==> src/rtl/cache_mem_pkg.sv <==
// Shared definitions for the cache backing-memory responder.
// Holds the FSM state encoding, the default geometry and init pattern,
// and a width helper that never returns zero so counters always elaborate.
package cache_mem_pkg;

    typedef enum logic [2:0] {
        ST_INIT = 3'd0,
        ST_IDLE = 3'd1,
        ST_WAIT = 3'd2,
        ST_XFER = 3'd3,
        ST_WACK = 3'd4
    } state_e;

    localparam int DEF_ADDR_W     = 7;
    localparam int DEF_DATA_W     = 8;
    localparam int DEF_LATENCY    = 3;
    localparam int DEF_LINE_WORDS = 4;
    localparam int LINE_OFF_W     = $clog2(DEF_LINE_WORDS);
    localparam logic [7:0] DEF_INIT_XOR = 8'hA5;

    // Bit width needed to count 0..n-1, at least one bit.
    function automatic int cnt_w(input int n);
        return (n > 1) ? $clog2(n) : 1;
    endfunction

endpackage

==> src/rtl/cache_backing_mem_responder_if.sv <==
// Request/response bus between the cache controller (master) and the
// backing-memory responder (slave).
//   mem_req/mem_we/mem_addr/mem_wdata : request from the cache
//   mem_req_ready                     : responder can accept this cycle
//   mem_rvalid/mem_rdata/mem_rlast    : line-fill read beats, no backpressure
//   mem_wack                          : one-cycle write-complete pulse
//   busy                              : store initialisation in progress
interface cache_backing_mem_responder_if #(
    parameter int ADDR_W = 7,
    parameter int DATA_W = 8
);
    logic              mem_req;
    logic              mem_we;
    logic [ADDR_W-1:0] mem_addr;
    logic [DATA_W-1:0] mem_wdata;
    logic              mem_req_ready;
    logic              mem_rvalid;
    logic [DATA_W-1:0] mem_rdata;
    logic              mem_rlast;
    logic              mem_wack;
    logic              busy;

    modport master (
        output mem_req, mem_we, mem_addr, mem_wdata,
        input  mem_req_ready, mem_rvalid, mem_rdata, mem_rlast, mem_wack, busy
    );

    modport slave (
        input  mem_req, mem_we, mem_addr, mem_wdata,
        output mem_req_ready, mem_rvalid, mem_rdata, mem_rlast, mem_wack, busy
    );
endinterface

==> src/rtl/cache_mem_array.sv <==
// Backing store: 2**ADDR_W words of DATA_W bits.
// One synchronous write port, one asynchronous read port; contents are not
// reset (the responder rewrites every word after each reset).
//   clk      : write clock
//   we_i     : write enable
//   waddr_i  : write address
//   wdata_i  : write data
//   raddr_i  : read address
//   rdata_o  : read data (combinational)
module cache_mem_array #(
    parameter int ADDR_W = 7,
    parameter int DATA_W = 8
) (
    input  logic              clk,
    input  logic              we_i,
    input  logic [ADDR_W-1:0] waddr_i,
    input  logic [DATA_W-1:0] wdata_i,
    input  logic [ADDR_W-1:0] raddr_i,
    output logic [DATA_W-1:0] rdata_o
);
    logic [DATA_W-1:0] mem_q [2**ADDR_W];

    // Storage write port.
    always_ff @(posedge clk) begin
        if (we_i) begin
            mem_q[waddr_i] <= wdata_i;
        end
    end

    assign rdata_o = mem_q[raddr_i];
endmodule

==> src/rtl/cache_backing_mem_responder.sv <==
// Memory-side responder for the cache controller's miss/write-through port.
// After reset it sweeps the whole store with mem[a] = a ^ INIT_XOR, then
// accepts one request at a time in IDLE:
//   write : store word immediately, pulse mem_wack LATENCY+1 cycles later
//   read  : after LATENCY wait cycles, stream LINE_WORDS beats of the line,
//           critical word first, wrapping inside the line
// Ports: clk, rst_n (async active-low), bus (slave side of the
// cache_backing_mem_responder_if bus). All bus outputs are registered.
module cache_backing_mem_responder
    import cache_mem_pkg::*;
#(
    parameter int ADDR_W     = DEF_ADDR_W,
    parameter int DATA_W     = DEF_DATA_W,
    parameter int LATENCY    = DEF_LATENCY,
    parameter int LINE_WORDS = DEF_LINE_WORDS,
    parameter logic [DATA_W-1:0] INIT_XOR = DATA_W'(DEF_INIT_XOR)
) (
    input  logic clk,
    input  logic rst_n,
    cache_backing_mem_responder_if.slave bus
);
    localparam int BEAT_W = cnt_w(LINE_WORDS);
    localparam int WCNT_W = cnt_w(LATENCY + 1);
    localparam logic [ADDR_W-1:0] OFF_MASK = ADDR_W'(LINE_WORDS - 1);
    localparam logic [ADDR_W-1:0] PTR_LAST = {ADDR_W{1'b1}};
    localparam logic [BEAT_W-1:0] BEAT_LAST = BEAT_W'(LINE_WORDS - 1);

    if (LATENCY < 1) begin : g_bad_latency
        $error("cache_backing_mem_responder: LATENCY must be >= 1");
    end
    if ((LINE_WORDS < 1) || ((LINE_WORDS & (LINE_WORDS - 1)) != 0)) begin : g_bad_line
        $error("cache_backing_mem_responder: LINE_WORDS must be a power of two");
    end
    if (LINE_WORDS > (2 ** ADDR_W)) begin : g_big_line
        $error("cache_backing_mem_responder: LINE_WORDS exceeds store depth");
    end

    state_e             state_q;
    logic [ADDR_W-1:0]  ptr_q;
    logic [ADDR_W-1:0]  base_q;
    logic [ADDR_W-1:0]  off_q;
    logic [BEAT_W-1:0]  beat_q;
    logic [WCNT_W-1:0]  wcnt_q;
    logic               is_wr_q;
    logic               ready_q;
    logic               rvalid_q;
    logic [DATA_W-1:0]  rdata_q;
    logic               rlast_q;
    logic               wack_q;
    logic               busy_q;

    logic               accept_s;
    logic               arr_we_s;
    logic [ADDR_W-1:0]  arr_waddr_s;
    logic [DATA_W-1:0]  arr_wdata_s;
    logic [ADDR_W-1:0]  rd_addr_s;
    logic [DATA_W-1:0]  rd_data_s;

    assign accept_s = (state_q == ST_IDLE) && bus.mem_req;

    // Beat address: offset advances modulo the line, base keeps us inside it.
    assign rd_addr_s = base_q | ((off_q + ADDR_W'(beat_q)) & OFF_MASK);

    // Write-port mux: init sweep owns the port during INIT, requests otherwise.
    always_comb begin
        arr_we_s    = 1'b0;
        arr_waddr_s = bus.mem_addr;
        arr_wdata_s = bus.mem_wdata;
        if (state_q == ST_INIT) begin
            arr_we_s    = 1'b1;
            arr_waddr_s = ptr_q;
            arr_wdata_s = DATA_W'(ptr_q) ^ INIT_XOR;
        end else begin
            arr_we_s    = accept_s && bus.mem_we;
            arr_waddr_s = bus.mem_addr;
            arr_wdata_s = bus.mem_wdata;
        end
    end

    cache_mem_array #(
        .ADDR_W (ADDR_W),
        .DATA_W (DATA_W)
    ) u_array (
        .clk     (clk),
        .we_i    (arr_we_s),
        .waddr_i (arr_waddr_s),
        .wdata_i (arr_wdata_s),
        .raddr_i (rd_addr_s),
        .rdata_o (rd_data_s)
    );

    // Control FSM with wait/beat counters and registered bus outputs.
    always_ff @(posedge clk or negedge rst_n) begin
        if (!rst_n) begin
            state_q  <= ST_INIT;
            ptr_q    <= '0;
            base_q   <= '0;
            off_q    <= '0;
            beat_q   <= '0;
            wcnt_q   <= '0;
            is_wr_q  <= 1'b0;
            ready_q  <= 1'b0;
            rvalid_q <= 1'b0;
            rdata_q  <= '0;
            rlast_q  <= 1'b0;
            wack_q   <= 1'b0;
            busy_q   <= 1'b1;
        end else begin
            case (state_q)
                ST_INIT: begin
                    if (ptr_q == PTR_LAST) begin
                        state_q <= ST_IDLE;
                        ptr_q   <= '0;
                        busy_q  <= 1'b0;
                        ready_q <= 1'b1;
                    end else begin
                        ptr_q   <= ptr_q + ADDR_W'(1);
                    end
                end
                ST_IDLE: begin
                    if (accept_s) begin
                        state_q <= ST_WAIT;
                        ready_q <= 1'b0;
                        is_wr_q <= bus.mem_we;
                        base_q  <= bus.mem_addr & ~OFF_MASK;
                        off_q   <= bus.mem_addr & OFF_MASK;
                        beat_q  <= '0;
                        wcnt_q  <= WCNT_W'(LATENCY - 1);
                    end else begin
                        ready_q <= 1'b1;
                    end
                end
                ST_WAIT: begin
                    if (wcnt_q == '0) begin
                        if (is_wr_q) begin
                            state_q <= ST_WACK;
                            wack_q  <= 1'b1;
                        end else begin
                            // First beat is the critical word (beat_q is 0 here).
                            state_q  <= ST_XFER;
                            rvalid_q <= 1'b1;
                            rdata_q  <= rd_data_s;
                            rlast_q  <= (beat_q == BEAT_LAST);
                            beat_q   <= beat_q + BEAT_W'(1);
                        end
                    end else begin
                        wcnt_q <= wcnt_q - WCNT_W'(1);
                    end
                end
                ST_XFER: begin
                    if (rlast_q) begin
                        state_q  <= ST_IDLE;
                        rvalid_q <= 1'b0;
                        rdata_q  <= '0;
                        rlast_q  <= 1'b0;
                        ready_q  <= 1'b1;
                    end else begin
                        rdata_q  <= rd_data_s;
                        rlast_q  <= (beat_q == BEAT_LAST);
                        beat_q   <= beat_q + BEAT_W'(1);
                    end
                end
                ST_WACK: begin
                    state_q <= ST_IDLE;
                    wack_q  <= 1'b0;
                    ready_q <= 1'b1;
                end
                default: begin
                    // Unreachable encoding: recover by re-initialising the store.
                    state_q  <= ST_INIT;
                    ptr_q    <= '0;
                    ready_q  <= 1'b0;
                    rvalid_q <= 1'b0;
                    rdata_q  <= '0;
                    rlast_q  <= 1'b0;
                    wack_q   <= 1'b0;
                    busy_q   <= 1'b1;
                end
            endcase
        end
    end

    assign bus.mem_req_ready = ready_q;
    assign bus.mem_rvalid    = rvalid_q;
    assign bus.mem_rdata     = rdata_q;
    assign bus.mem_rlast     = rlast_q;
    assign bus.mem_wack      = wack_q;
    assign bus.busy          = busy_q;
endmodule
==> src/flat_wrapper.sv <==
// flat-port wrapper written by rule: the top's interface ports become plain ports
module cache_backing_mem_responder_flat import cache_mem_pkg::*;
#(
    parameter int ADDR_W     = DEF_ADDR_W,
    parameter int DATA_W     = DEF_DATA_W,
    parameter int LATENCY    = DEF_LATENCY,
    parameter int LINE_WORDS = DEF_LINE_WORDS,
    parameter logic [DATA_W-1:0] INIT_XOR = DATA_W'(DEF_INIT_XOR)
)
  (clk, rst_n, bus_mem_req, bus_mem_we, bus_mem_addr, bus_mem_wdata, bus_mem_req_ready, bus_mem_rvalid, bus_mem_rdata, bus_mem_rlast, bus_mem_wack, bus_busy);
  cache_backing_mem_responder_if #(.ADDR_W(ADDR_W), .DATA_W(DATA_W)) bus_i ();
  input  logic clk;
  input  logic rst_n;
  input wire logic [$bits(bus_i.mem_req)-1:0] bus_mem_req;
  input wire logic [$bits(bus_i.mem_we)-1:0] bus_mem_we;
  input wire logic [$bits(bus_i.mem_addr)-1:0] bus_mem_addr;
  input wire logic [$bits(bus_i.mem_wdata)-1:0] bus_mem_wdata;
  output wire logic [$bits(bus_i.mem_req_ready)-1:0] bus_mem_req_ready;
  output wire logic [$bits(bus_i.mem_rvalid)-1:0] bus_mem_rvalid;
  output wire logic [$bits(bus_i.mem_rdata)-1:0] bus_mem_rdata;
  output wire logic [$bits(bus_i.mem_rlast)-1:0] bus_mem_rlast;
  output wire logic [$bits(bus_i.mem_wack)-1:0] bus_mem_wack;
  output wire logic [$bits(bus_i.busy)-1:0] bus_busy;
  assign bus_i.mem_req = bus_mem_req;
  assign bus_i.mem_we = bus_mem_we;
  assign bus_i.mem_addr = bus_mem_addr;
  assign bus_i.mem_wdata = bus_mem_wdata;
  assign bus_mem_req_ready = bus_i.mem_req_ready;
  assign bus_mem_rvalid = bus_i.mem_rvalid;
  assign bus_mem_rdata = bus_i.mem_rdata;
  assign bus_mem_rlast = bus_i.mem_rlast;
  assign bus_mem_wack = bus_i.mem_wack;
  assign bus_busy = bus_i.busy;
  cache_backing_mem_responder #(.ADDR_W(ADDR_W), .DATA_W(DATA_W), .LATENCY(LATENCY), .LINE_WORDS(LINE_WORDS), .INIT_XOR(INIT_XOR)) u_core (.clk(clk), .rst_n(rst_n), .bus(bus_i));
endmodule
==> config.mk <==
export PLATFORM = sky130hd
export DESIGN_NAME = cache_backing_mem_responder_flat
export DESIGN_NICKNAME = d
export VERILOG_FILES = /design/src/rtl/cache_mem_pkg.sv /design/src/rtl/cache_backing_mem_responder_if.sv /design/src/rtl/cache_mem_array.sv /design/src/rtl/cache_backing_mem_responder.sv /design/src/flat_wrapper.sv
export SDC_FILE = /design/constraint.sdc
export NUM_CORES = 1
export LEC_CHECK = 0
export BUFFER_PORTS_ARGS = -buffer_cell sky130_fd_sc_hd__buf_2
export CORE_MARGIN = 2
export CORE_UTILIZATION = 35
export DETAILED_ROUTE_END_ITERATION = 10
export PLACE_DENSITY = 0.56
export SLEW_MARGIN = 20
export SYNTH_ARGS = -nofsm -noshare
export SYNTH_HDL_FRONTEND = slang
export SYNTH_SLANG_ARGS = --single-unit
==> constraint.sdc <==
create_clock -name clk -period 7.7 [get_ports clk]
set_clock_uncertainty 0.1 [all_clocks]
set_input_delay 0.77 -clock clk [delete_from_list [all_inputs] [get_ports clk]]
set_output_delay 0.77 -clock clk [all_outputs]
set_load 0.005 [all_outputs]
==> reports/metrics.cfg <==
[status]
outcome=finished, final reports clean

[worst_hold_path]
hp-class=primary input to async pin

[global_routing]
grt_pass1_wl_um=195000
antenna_found_initial=4
grt_max_degree=117
grt_usage_pct=21.4
overflow=0
grt_pass1_vias=26100

[clock_network]
numClockSinks=1059
cts_tree=built
cts_setup_buffers=0
clockBufferDepth=3
cts_resized=0
ctsHoldBuffers=0
clk_pin_slew_ps=60
htree_num_levels=3
clk_latency_ps=690
root_buffer=clkbuf_16
cts_buffers=108

[logic_synthesis]
synth-compound-area-share_pct=5.39
synth_cells=3083
synth_top_family_by_area=simple AND/OR/NAND/NOR gates
synth_cell_types=72
async_flop_share_pct=3.31
synth_flop_cell=edfxtp_1
ys_seq_area_share_pct=73.6
synth-xor-area-share_pct=0.207
synthAdderAreaFrac_pct=0.116
synthSimpleGateAreaFrac_pct=13.2
avgSynthCellArea_um2=13.9
synth_edf_count=1024
synthMuxAreaShare_pct=5.34
syn-num-nets=3106
syn_area_um2=43000
ys_ff_latch=1059
synth_warnings=0

[floorplanning]
die_h_um=354
ios=32
core.rowCount=128
initial_utilization_pct=35.3
die_w_um=354
core_area_um2=122000
die_area_um2=126000

[detailed_routing]
detail-route-antenna-nets=0
routed-via-count=27500
drc_errors=0
drtIter0Drc=3837
vias_per_cell=5.71
wl_per_cell_um=28.4
wl_um=137000
drtPass1Iterations=6

[pwr]
ir_worst_vdd_uv=529
p_per_area_nw_per_um2=476
p_leak_nw=15.7

[flow_run]
drv_cap=0

[critical_path]
worst-path-max-fanout=27
end_kind=flip-flop
criticalPathCategory=flip-flop to flip-flop
startpoint_type=flip-flop
cp.arrival_ps=4790
required_ps=7890

[timing]
finalWorstSetupSlack_ps=3100
finalSetupViolCount=0
fmax_ghz=0.217
hold_viol=0
min_period_over_period_pct=59.8
relSlewSlack_pct=16.7
rsz0062_at_grt=no
period_minus_slack_ps=4600
slew_violations=0
fin_tns_setup_ps=0
tightest_slew_ps=1250

[finish]
area_delta_synth_final_pct=12.9
final_common_cell=edfxtp_1
final_core_util_pct=39.8
layout_common_cells=edfxtp_1 (1024), nand2_1 (680), nor2_1 (225)
nets=3110
drive_gt1_share_pct=10.9
final_cells=4809

[placement]
dpl_worst_slack_ps=3080
io_buffers=31
gp_congestion=0.916
dp_hpwl_um=83500
placed_cells=4602

sequential cells by signal, indices dropped and copies added, names as in the netlist:
register	cells
u_core.bus.mem_wack	1
u_core.u_array.mem_q	1024
u_core.beat_q	2
u_core.bus.mem_req_ready	1
u_core.is_wr_q	1
u_core.state_q	3
u_core.wcnt_q	2
u_core.bus.mem_rlast	1
u_core.bus.mem_rdata	8
u_core.off_q	2
u_core.bus.busy	1
u_core.ptr_q	7
u_core.base_q	5
u_core.bus.mem_rvalid	1
per-layer routing:
| layer | vias up | part of all wire (%) | wire length, µm | global-route usage [%] |
|---|---|---|---|---|
| met5 | - | 0.012 | 17 | 0 |
| met2 | 1499 | 45 | 62100 | 32.7 |
| met3 | 268 | 9.6 | 13100 | 4.55 |
| met1 | 14000 | 41 | 56100 | 29.9 |
| met4 | 4 | 4.0 | 5430 | 8.47 |
| li1 | 11700 | - | - | - |
Yosys cell counts, drive strengths merged (12+ instances only):
cell type / instances / area share (%)
nor4: 14 / 0.20
a32oi: 68 / 1.4
nand2b: 14 / 0.20
o22ai: 15 / 0.22
mux4: 55 / 2.9
o21ai: 71 / 0.83
o211ai: 12 / 0.22
mux2i: 99 / 2.3
nand4: 80 / 1.2
nor3: 44 / 0.51
nand2: 684 / 6.0
buf: 105 / 1.3
nand3: 200 / 2.3
dfrtp: 34 / 2.0
edfxtp: 1024 / 72
nor2: 233 / 2.0
a31oi: 65 / 0.95
a21oi: 29 / 0.34
clkbuf: 91 / 0.79
final timing paths:
path,cells after the start,slack (ps),startpoint,to
worst max-delay path,6,3100,u_core.state_q[2],u_core.u_array.mem_q[2][3]
worst min-delay path,1,120,rst_n,u_core.wcnt_q[1]
worst max register to register,6,3100,u_core.state_q[2],u_core.u_array.mem_q[2][3]
worst min register to register,1,390,u_core.bus.mem_wack,u_core.bus.mem_wack
max in group asynchronous,1,6660,rst_n,u_core.base_q[2]
min in group clk,3,240,bus_mem_we,u_core.is_wr_q
kinds of logic after synthesis:
family | after synthesis
XOR/XNOR | 6
AND/OR/NAND/NOR | 1317
buffers and inverters | 205
adder cells (fa/ha/maj) | 4
multiplexers | 160
flip-flops | 1059
AO/OA/AOI/OAI | 332
critical path, stage by stage, from the launching register on:
cell and delay [ps]:
dfrtp_1 730, inv_1 300, nand2_1 120, buf_4 330
mux2i_1 670, nand4_1 830, nor2_1 1080
cell type report:
class                           instances  area (µm²)
Clock inverter                         70         716
Inverter                                9        33.8
Fill cell                           11300       73300
Sequential cell                      1059       31600
Tap cell                             1625        2030
Clock buffer                          135        2880
Multi-Input combinational cell       1819       10600
Antenna cell                            2        5.00
Timing Repair Buffer                   90         633
power by group:
group | switching, mW | total, mW | internal, mW | leakage (nW)
clock | 2.25 | 5.37 | 3.11 | 1.74
sequential | 0.242 | 7.62 | 7.38 | 9.67
combinational | 7.57 | 10.1 | 2.53 | 4.29
total | 10.1 | 23.1 | 13.0 | 15.7
metrics by stage:
stage / instance area, µm² / total power [mW] / hold WS [ps]
final: 48500 / 23.1 / 123
after global routing: 48500 / 23.9 / 163
after CTS: 48500 / 23.0 / 124
after detailed placement: 44900 / 17.7 / 374
after global placement: 44900 / 17.6 / 372
after floorplan: 43000 / 13.9 / 373
(Power assumes the default switching activity.)
